==> src/rtl/sum_accumulator.sv <==
// Frame accumulator for 5-bit ripple-carry adder results ({Cout,Sum}).
// Sums N_SAMPLES accepted samples with saturation, then holds the total until it is consumed.
module sum_accumulator #(
    parameter int N_SAMPLES = 8,
    parameter int ACC_W     = 8
) (
    input  logic             clk,
    input  logic             rst_n,
    input  logic             clear,
    input  logic             in_valid,
    output logic             in_ready,
    input  logic [3:0]       Sum,
    input  logic             Cout,
    output logic [ACC_W-1:0] acc_out,
    output logic             acc_valid,
    input  logic             acc_ready,
    output logic             overflow,
    output logic [7:0]       sample_cnt,
    output logic             busy
);

    typedef enum logic [1:0] {
        S_IDLE  = 2'd0,
        S_ACCUM = 2'd1,
        S_DONE  = 2'd2
    } state_t;

    localparam logic [ACC_W-1:0] ACC_MAX  = '1;
    localparam logic [7:0]       CNT_LAST = 8'(N_SAMPLES - 1);

    state_t           state_q, state_d;
    logic [ACC_W-1:0] acc_q, acc_d;
    logic [7:0]       cnt_q, cnt_d;
    logic             ovf_q, ovf_d;

    logic [ACC_W-1:0] sample;
    logic [ACC_W:0]   sum_ext;
    logic             accept;

    assign sample  = {{(ACC_W-5){1'b0}}, Cout, Sum};
    assign sum_ext = {1'b0, acc_q} + {1'b0, sample};
    assign accept  = in_valid && in_ready;

    // Handshake outputs decode only the state register, so no input-to-output paths exist.
    assign in_ready   = (state_q != S_DONE);
    assign acc_valid  = (state_q == S_DONE);
    assign busy       = (state_q == S_ACCUM);
    assign acc_out    = acc_q;
    assign sample_cnt = cnt_q;
    assign overflow   = ovf_q;

    always_comb begin
        state_d = state_q;
        acc_d   = acc_q;
        cnt_d   = cnt_q;
        ovf_d   = ovf_q;
        case (state_q)
            S_IDLE: begin
                if (accept) begin
                    acc_d   = sample;
                    cnt_d   = 8'd1;
                    ovf_d   = 1'b0;
                    state_d = S_ACCUM;
                end
            end
            S_ACCUM: begin
                if (accept) begin
                    if (sum_ext[ACC_W]) begin
                        acc_d = ACC_MAX;
                        ovf_d = 1'b1;
                    end else begin
                        acc_d = sum_ext[ACC_W-1:0];
                    end
                    cnt_d = cnt_q + 8'd1;
                    if (cnt_q == CNT_LAST) state_d = S_DONE;
                end
            end
            S_DONE: begin
                if (acc_ready) state_d = S_IDLE;
            end
            default: state_d = S_IDLE;
        endcase
        // Abort wins over any accept on the same edge.
        if (clear) begin
            state_d = S_IDLE;
            acc_d   = '0;
            cnt_d   = '0;
            ovf_d   = 1'b0;
        end
    end

    always_ff @(posedge clk or negedge rst_n) begin
        if (!rst_n) begin
            state_q <= S_IDLE;
            acc_q   <= '0;
            cnt_q   <= '0;
            ovf_q   <= 1'b0;
        end else begin
            state_q <= state_d;
            acc_q   <= acc_d;
            cnt_q   <= cnt_d;
            ovf_q   <= ovf_d;
        end
    end

endmodule

==> config.mk <==
export PLATFORM = sky130hd
export DESIGN_NAME = sum_accumulator
export DESIGN_NICKNAME = d
export VERILOG_FILES = /design/src/rtl/sum_accumulator.sv
export SDC_FILE = /design/constraint.sdc
export NUM_CORES = 1
export LEC_CHECK = 0
export BUFFER_PORTS_ARGS = -buffer_cell sky130_fd_sc_hd__buf_2
export CAP_MARGIN = 0
export CORE_MARGIN = 2
export CORE_UTILIZATION = 35
export CTS_BUF_LIST = sky130_fd_sc_hd__clkbuf_4 sky130_fd_sc_hd__clkbuf_8
export CTS_CLUSTER_DIAMETER = 100
export CTS_CLUSTER_SIZE = 28
export DETAILED_ROUTE_END_ITERATION = 10
export PLACE_DENSITY = 0.66
export SYNTH_ARGS = -nofsm -noshare
export SYNTH_HDL_FRONTEND = slang
export SYNTH_SLANG_ARGS = --single-unit
export TNS_END_PERCENT = 10
==> constraint.sdc <==
create_clock -name clk -period 1.9 [get_ports clk]
set_input_delay 0.285 -clock clk [delete_from_list [all_inputs] [get_ports clk]]
set_output_delay 0.285 -clock clk [all_outputs]
set_load 0.02 [all_outputs]
---- Yosys cells after proc, flatten, opt, wreduce, memory -nomap -nowiden ----
Cells that the tools add are included.
word-level totals
  register bits ........................... 19
  bits of input ports ..................... 10
  output and inout port bits .............. 20
  word-level logic and storage cells ...... 41
cells by class
  $add $sub $neg .......................... 2
  equality and inequality tests ........... 9
  muxes and demuxes ....................... 20
  reductions and logical operators ........ 6
operators with widths
  operator             count
  $mux 8               7
  $pmux 8 s2           2
  $ne 3x2->1 const B   4
  $mux 2               5
  $add 8x5->9          1
  $add 8x1->8 const B  1
  $eq 8x3->1 const B   1
  $reduce_and 4->1     2
  $pmux 2 s3           1
  $mux 1               4
  $ne 3x3->1 const B   1
  $reduce_and 3->1     1
  $reduce_bool 3->1    1
  $eq 2x1->1 const B   1
  $eq 2x2->1 const B   1
  $logic_not 2->1      1
  $ne 2x2->1 const B   1
  $pmux 1 s2           1
  $logic_and 1x1->1    1

---- Depth between registers and ports, before layout ----
Gate-level depths: netlist of the first run.
  word-level depth ........................ 5
  depth in mapped cells ................... 6
  mapped depth without buffers ............ 6

---- Worst setup path after synthesis of the first run ----
Ideal clock, no wire load.
  kind .................................... register to register
  start ................................... reg acc_q[0], in the netlist acc_out[0]
  end ..................................... reg acc_q[5], in the netlist acc_out[5]
  setup time .............................. 134 ps
  arrival time ............................ 1903 ps
  data required time ...................... 1766 ps
  setup slack ............................. -137 ps
  stages on the path, launching flop included .. 7
  buffers on the path ..................... 0
  clock period less this slack ............ 2037 ps
  cell sequence ........................... dfrtp_1 ha_1 fa_1 a211oi_1 o21bai_1 a22oi_1 o211ai_1
between the ends
  longest elaborated chain between the ends .. 5
ends and longest elaborated chain
  element                 RTL line  text
  from (decl)             32        logic [ACC_W-1:0] acc_q, acc_d;
  from (signal assigned)  95        acc_q <= '0;
  from (signal assigned)  100       acc_q <= acc_d;
  $add 8x5->9             41        assign sum_ext = {1'b0, acc_q} + {1'b0, sample};
  $mux 8                  68        if (sum_ext[ACC_W]) begin
  $mux 8                  67        if (accept) begin
  $pmux 8 s2              57        case (state_q)
  $mux 8                  84        if (clear) begin
No other way between the ends. The select of a mux whose other input is x is not followed.
A chain may end at the register's enable or synchronous reset.

---- Final worst setup path of the first run ----
  start ................................... reg acc_q[0], in the netlist acc_out[0]
  end ..................................... reg acc_q[6], in the netlist acc_out[6]
The elaborated chain is that of the path after synthesis.

==> summary.md, run 1 <==
| Metric | Value |
|---|---|
| Synthesized net count | `approximately 150` |
| Die Y-Extent | `approximately 63 microns` |
| HPWL Detailed | `between 2 and 2.5 mm` |
| CTS tree | `done` |
| RSZ-0062 raised after global routing | `yes` |
| Critical path cell sequence | `ha_4 > fa_2 > a211oi_4 > o21bai_2 > a31oi_1 > a21oi_1` |
| Main flop type after synthesis | `dfrtp_1` |
| Leakage | `0.776 nW` |
| Avg Inst Size Synth | `9.00 sq um` |
| Fin. Hold Viols | `0` |
| Clock transition at path regs | `roughly 120 ps` |
| Drt drc | `0` |
| Placed inst area | `1460 sq um` |
| CTS Buf Count | `3` |
| Initial core utilization | `0.366` |
| Crit path buf inv count | `0` |
| Routed vias/inst | `5.58` |
| Arr. time, crit path | `between 2000 and 2500 ps` |
| Worst hold slack | `roughly 190 ps` |
| Fin area | `1570 sq um` |
| Fill cells | `roughly 370` |
| Slew headroom | `0.703` |
| IO buf count | `29` |
| Via count | `1223` |
| Post-route setup slack | `~3.9 ps` |
| Die footprint | `roughly 4000 sq um` |
| Post-Layout Cell Count | `between 200 and 250` |
| HP Class | `input port to flop` |
| Area Growth Syn to Fin | `27.6%` |
| Largest net degree at the start of global routing | `20` |
| Number of synthesized flops with an enable pin | `0` |
| Fraction of layout cells with a size suffix above 1 | `0.312` |
| Async S/R FF share, synth | `1.00` |
| All-Layer GR Usage | `0.172` |
| Global route total overflow | `0` |
| TritonRoute pass-1 iters | `4` |
| Worst skew pair latency | `310 ps` |
| Worst EP required | `2110 ps` |
| Fin crit period | `~1900 ps` |
| Die Wd | `~63 microns` |
| Reg area | `approximately 480 sq um` |
| Routed len/inst | `15.2 microns` |
| Startpoint Class | `flop` |
| Worst vdd ir | `0.000216 V` |
| Synth Instances | `137` |
| Routability Congestion | `0.863` |
| CP Capture Type | `flop` |
| Routed Wire Length | `between 3 and 4 mm` |
| Sequential element share of the synthesized area | `0.386` |
| Slowest stage delay, CP | `between 400 and 500 ps` |
| Antenna fix cells | `0` |
| DR iter-0 viols | `87` |
| Post-synth top area share | `0.386` |
| Worst-path maximum fanout | `4` |
| Worst-margin pin slew | `between 400 and 500 ps` |
| Synth warn | `0` |
| Slowest-stage cell, CP | `dfrtp_2` |
| Cells after DPL | `212` |
| Htree depth | `1` |
| Unique masters post-synth | `39` |
| Number of I/O pins | `30` |
| Setup CP Type | `flop to flop` |
| Clk sink count | `19` |
| Synthesized cell area | `about 1200 sq um` |
| # setup viols final | `0` |
| Clock skew | `19.8 ps` |
| Root Driver | `clkbuf_4` |
| Final Cycle Share | `0.998` |
| Synthesis-stage register bit count | `19` |
| Power per cell area | `~660 nW/um^2` |
| Dpl ws | `-58.1 ps` |
| Status | `finished, final reports clean` |
| Nets | `191` |
| Initial antenna violation count | `0` |
| Fmax | `about 0.53 GHz` |
| Vias in the first global route | `around 1200` |
| Rows | `21` |
| First-pass GRT wire length | `between 5 and 6 mm` |
| Max capacitance violation total | `0` |
| Area of the multi-input gates | `~800 sq um` |
| Area leader, netlist | `dfrtp_1` |
| CP delay by family, top | `compound AO/OA/AOI/OAI gates` |
| CTS max path bufs | `2` |
| Final Max Tran Viols | `0` |
| Top post-synthesis cells by area | `dfrtp_1 39%, o21ai_0 7.7%, ha_1 6.1%` |
| DRT antenna net count | `0` |
| Area of the core | `~3400 sq um` |
-- final timing paths --
kind	startpoint	end	slack, ps	cells past startpoint
setup / recovery	acc_out[0]	acc_out[6]	4	6
hold / removal	clear	state_q[1]	190	2
setup reg to reg	acc_out[0]	acc_out[6]	4	6
hold reg to reg	overflow	overflow	560	2
max in group asynchronous	rst_n	sample_cnt[3]	1130	2
min in group asynchronous	rst_n	acc_out[3]	430	2
-- where the power goes --
group	total [mW]	switching (mW)	leakage (nW)	internal, mW
clock	0.231	0.135	0.0184	0.0963
sequential	0.454	0.0277	0.258	0.426
combinational	0.356	0.206	0.499	0.150
total	1.04	0.369	0.776	0.673
-- per-stage QoR --
stage | setup TNS (ps) | utilization | power (mW)
after CTS | 0 | 0.464 | 1.03
after detailed placement | -175 | 0.435 | 0.765
final | 0 | 0.468 | 1.04
after floorplan | 0 | - | 0.667
after global placement | 0 | 0.435 | 0.758
after global routing | -169 | 0.468 | 1.10
-- layer usage --
metal / part of all wire / GRT usage / vias to the layer above
li1: - / - / 590
met5: 0 / 0 / -
met1: 0.46 / 0.239 / 589
met4: 0.015 / 0.0516 / 0
met3: 0.056 / 0.0268 / 7
met2: 0.47 / 0.278 / 37
-- layout make-up --
class,instances,share of cell area
multi-input cells,112,0.509
flip-flops and latches,19,0.303
repair buffers,36,0.127
well taps,46,0.0366
clock buffers,4,0.0191
inverters,2,0.00477
-- what timing repair did --
| action | 4_1_cts | 5_1_grt |
|---|---|---|
| hold buffers | 1 | 0 |
| endpoints found under the setup margin | 6 | 9 |
| buffers inserted | 1 | 0 |
| resized for setup | 7 | 4 |
| cloned | 1 | 0 |
| pin swaps | 8 | 2 |
| endpoints found under the hold margin | 19 | 0 |
-- worst reg2reg max path, stage by stage, from the launching register on --
cell and delay, ps:
dfrtp_2 450, ha_4 170, fa_2 380, a211oi_4 350, o21bai_2 190, a31oi_1 200, a21oi_1 60
-- cells in the mapped netlist (3+ instances only) --
master	instances
dfrtp_1	19
ha_1	6
a31oi_1	4
clkbuf_1	3
nor2_1	12
nand2_1	12
a21oi_1	8
a21o_1	4
a22oi_1	6
and3_1	3
a211oi_1	6
o21ai_0	19
-- sequential cells by signal (all words and copies together), names as in the netlist --
name / flops
state_q: 2
overflow: 1
acc_out: 8
sample_cnt: 8
-- logic make-up after synthesis --
| group | Yosys count | synth area share |
|---|---|---|
| AO/OA/AOI/OAI | 56 | 0.289 |
| AND/OR/NAND/NOR | 44 | 0.195 |
| flip-flops | 19 | 0.386 |
| buffers and inverters | 7 | 0.0223 |
| adder cells (fa/ha/maj) | 7 | 0.0772 |
| XOR/XNOR | 2 | 0.0142 |
| multiplexers | 2 | 0.0162 |
-- placed cells by master, fill, tap and decap left out, types with 3 or more instances in the layout --
cell | netlist | final
a211oi_1 | 6 | 3
o21ai_0 | 19 | 17
nand2_1 | 12 | 12
a31oi_1 | 4 | 4
buf_2 | 1 | 29
and3_1 | 3 | 3
a21oi_1 | 8 | 8
dfrtp_1 | 19 | 18
nor2_1 | 12 | 12
a21o_1 | 4 | 4
a22oi_1 | 6 | 5
ha_1 | 6 | 5
buf_4 | 0 | 6
clkbuf_4 | 0 | 4
Power figures use the tool's default switching activity.
==> run 2, diff against run 1 <==
clock period = 1.74 ns   (was 1.9 ns; I/O delays follow)
==> run 2 against run 1 <==
  * The flow now finishes with violations (negative setup slack)
  * Sequential power up 8.8%
  * Maximum frequency is 3.2% higher
  * Combinational power is 13% higher
  * First-iteration DRC count fell by 32%
  * Clock-buffer cell count unchanged
  * Wire length decreased by 4.2%
  * Clock power grew 6%
  * Die area is the same
  * Via count decreased by 0.41%
  * Sequential share of layout area is 0.75 points lower
  * Cell count rose by 2.3%
  * Power is 9.4% higher
  * Critical endpoint is now acc_out[5]
==> summary.md, run 2 (synthesized netlist as in run 1, its figures left out) <==
| Metric | Value |
|---|---|
| Status | `finished, violations left` |
| Failing checks | `negative setup slack` |
| Max capacitance violation total | `0 (unchanged)` |
| Metal3 WL | `109 microns (-42%)` |
| Htree depth | `1 (unchanged)` |
| Met2 Routed Length | `1.58 mm (+0.51%)` |
| Final Max Tran Viols | `0 (unchanged)` |
| Power Total | `1.14 mW (+9.4%)` |
| Setup CP Type | `flop to flop` |
| Via count | `1218 (-0.41%)` |
| Worst vdd ir | `0.000272 V (+26%)` |
| Die Wd | `63.3 microns (unchanged)` |
| Die footprint | `4010 sq um (unchanged)` |
| CP Capture Type | `flop` |
| CTS Buf Count | `3 (unchanged)` |
| Clock transition at path regs | `110 ps (about the same)` |
| Clock Power Share | `0.214 (-0.008)` |
| All-Layer GR Usage | `0.161 (-0.0115)` |
| Largest net degree at the start of global routing | `20 (unchanged)` |
| Rows | `21 (unchanged)` |
| Comb pwr share | `0.353 (+0.011)` |
| Drt drc | `0 (unchanged)` |
| Initial antenna violation count | `0 (unchanged)` |
| Clk sink count | `19 (unchanged)` |
| Power per cell area | `707 nW/um^2 (+6.7%)` |
| Met1 WL | `1.46 mm (-3.4%)` |
| Global route total overflow | `0 (unchanged)` |
| Number of I/O pins | `30 (unchanged)` |
| DRT antenna net count | `0 (unchanged)` |
| IO buf count | `29 (unchanged)` |
| Most frequent cells in the layout | `29 x buf_2, 19 x o21ai_0, 18 x dfrtp_1` |
| HPWL Detailed | `2.37 mm (+3.2%)` |
| Antenna fix cells | `0 (unchanged)` |
| Sw Pwr | `0.391 mW (+6.0%)` |
| TritonRoute pass-1 iters | `4 (unchanged)` |
| Sw Ratio | `0.343 (-0.0111)` |
| Sequential fraction of design power | `0.433 (-0.003)` |
| Most common cell after layout, fill and taps aside | `buf_2` |
| Worst-path maximum fanout | `9 (+5)` |
| Arr. time, crit path | `2010 ps (-100 ps)` |
| RSZ-0062 raised after global routing | `yes` |
| Fmax | `0.545 GHz (+3.2%)` |
| Area Growth Syn to Fin | `30.9%` |
| Startpoint Class | `flop` |
| Worst EP required | `1910 ps (-200 ps)` |
| Area of the core | `3360 sq um (unchanged)` |
| Worst-margin pin slew | `453 ps (+7.10 ps)` |
| Routed Wire Length | `3.18 mm (-4.2%)` |
| Post-route setup slack | `-96.4 ps (-100 ps)` |
| Initial core utilization | `0.366 (unchanged)` |
| Slew headroom | `0.695 (-0.00793)` |
| Fraction of layout cells with a size suffix above 1 | `0.337 (+0.0249)` |
| Worst skew pair latency | `300 ps (about the same)` |
| # setup viols final | `8 (+8)` |
| CTS max path bufs | `2 (unchanged)` |
| CTS tree | `done` |
| Core Util, Final | `0.480 (+0.0119)` |
| Leakage | `0.801 nW (+3.3%)` |
| Root Driver | `clkbuf_4` |
| Worst hold slack | `186 ps (-7.60 ps)` |
| P_int | `0.749 mW (+11%)` |
| Vias in the first global route | `1166 (-0.60%)` |
| Final Cycle Share | `1.06 (+0.0575)` |
| HP Class | `input port to flop` |
| Fin crit period | `1840 ps (-59.7 ps)` |
| Highest Signal Layer | `met4` |
| Nets | `196 (+2.6%)` |
| Clock skew | `1.27 ps (-18.5 ps)` |
| First-pass GRT wire length | `5.24 mm (-6.2%)` |
| Post-CTS setup buffer count | `0 (-1)` |
| Die Y-Extent | `63.3 microns (unchanged)` |
| DR iter-0 viols | `59 (-32%)` |
| Routed vias/inst | `5.44 (-2.6%)` |
| Routed len/inst | `14.2 microns (-6.3%)` |
| Routability Congestion | `0.810 (-6.1%)` |
| Fin. Hold Viols | `0 (unchanged)` |
-- run 2: worst paths after layout --
path | start | endpoint | cells past startpoint | slack, ps
max | acc_out[0] | acc_out[5] | 6 | -100
min | clear | state_q[1] | 2 | 190
max reg2reg | acc_out[0] | acc_out[5] | 6 | -100
min reg2reg | sample_cnt[2] | sample_cnt[2] | 1 | 560
max in group asynchronous | rst_n | acc_out[0] | 2 | 1000
min in group asynchronous | rst_n | sample_cnt[2] | 2 | 420
-- run 2: power by group through the flow --
stage	combinational (mW)	sequential, mW	clock [mW]
3_3_place_gp	0.357	0.499	0
4_1_cts	0.364	0.493	0.255
5_1_grt	0.444	0.498	0.264
3_5_place_dp	0.360	0.502	0
6_report	0.402	0.494	0.244
2_1_floorplan	0.208	0.521	0
-- run 2: per-stage QoR --
stage / setup WS, ps / TNS [ps] / instance area [sq um] / std cells
2_1_floorplan: -40.2 / -73.6 / 1250 / 137
3_3_place_gp: -20.8 / -32.0 / 1520 / 219
3_5_place_dp: -77.2 / -284 / 1520 / 219
4_1_cts: -109 / -426 / 1560 / 224
5_1_grt: -162 / -1080 / 1610 / 224
6_report: -96.4 / -387 / 1610 / 224
-- run 2: layer usage --
metal  global-route usage  vias to the layer above
met2                0.276                       26
met4               0.0435                        0
met1                0.212                      586
met5                    0                        -
li1                     -                      600
met3               0.0214                        6
-- run 2: worst max-delay path, stage by stage (launching register included) --
cell and delay [ps]:
dfrtp_2 450, ha_4 170, fa_2 370, a211oi_4 280, o21bai_4 150, a22oi_2 190, o211ai_1 100
-- run 2: what timing repair did --
| item | 4_1_cts | 5_1_grt |
|---|---|---|
| endpoints found under the hold margin | 19 | 0 |
| gates resized for setup | 0 | 8 |
| hold buffers | 1 | 0 |
| setup endpoints to repair | 8 | 9 |
| pin swaps | 0 | 4 |
-- run 2: area by class of cell --
type | count | area, sq um
Clock buffer | 4 | 30.0
Fill cell | 348 | 1750
Inverter | 2 | 7.51
Multi-Input combinational cell | 111 | 796
Sequential cell | 19 | 477
Tap cell | 46 | 57.6
Timing Repair Buffer | 42 | 245
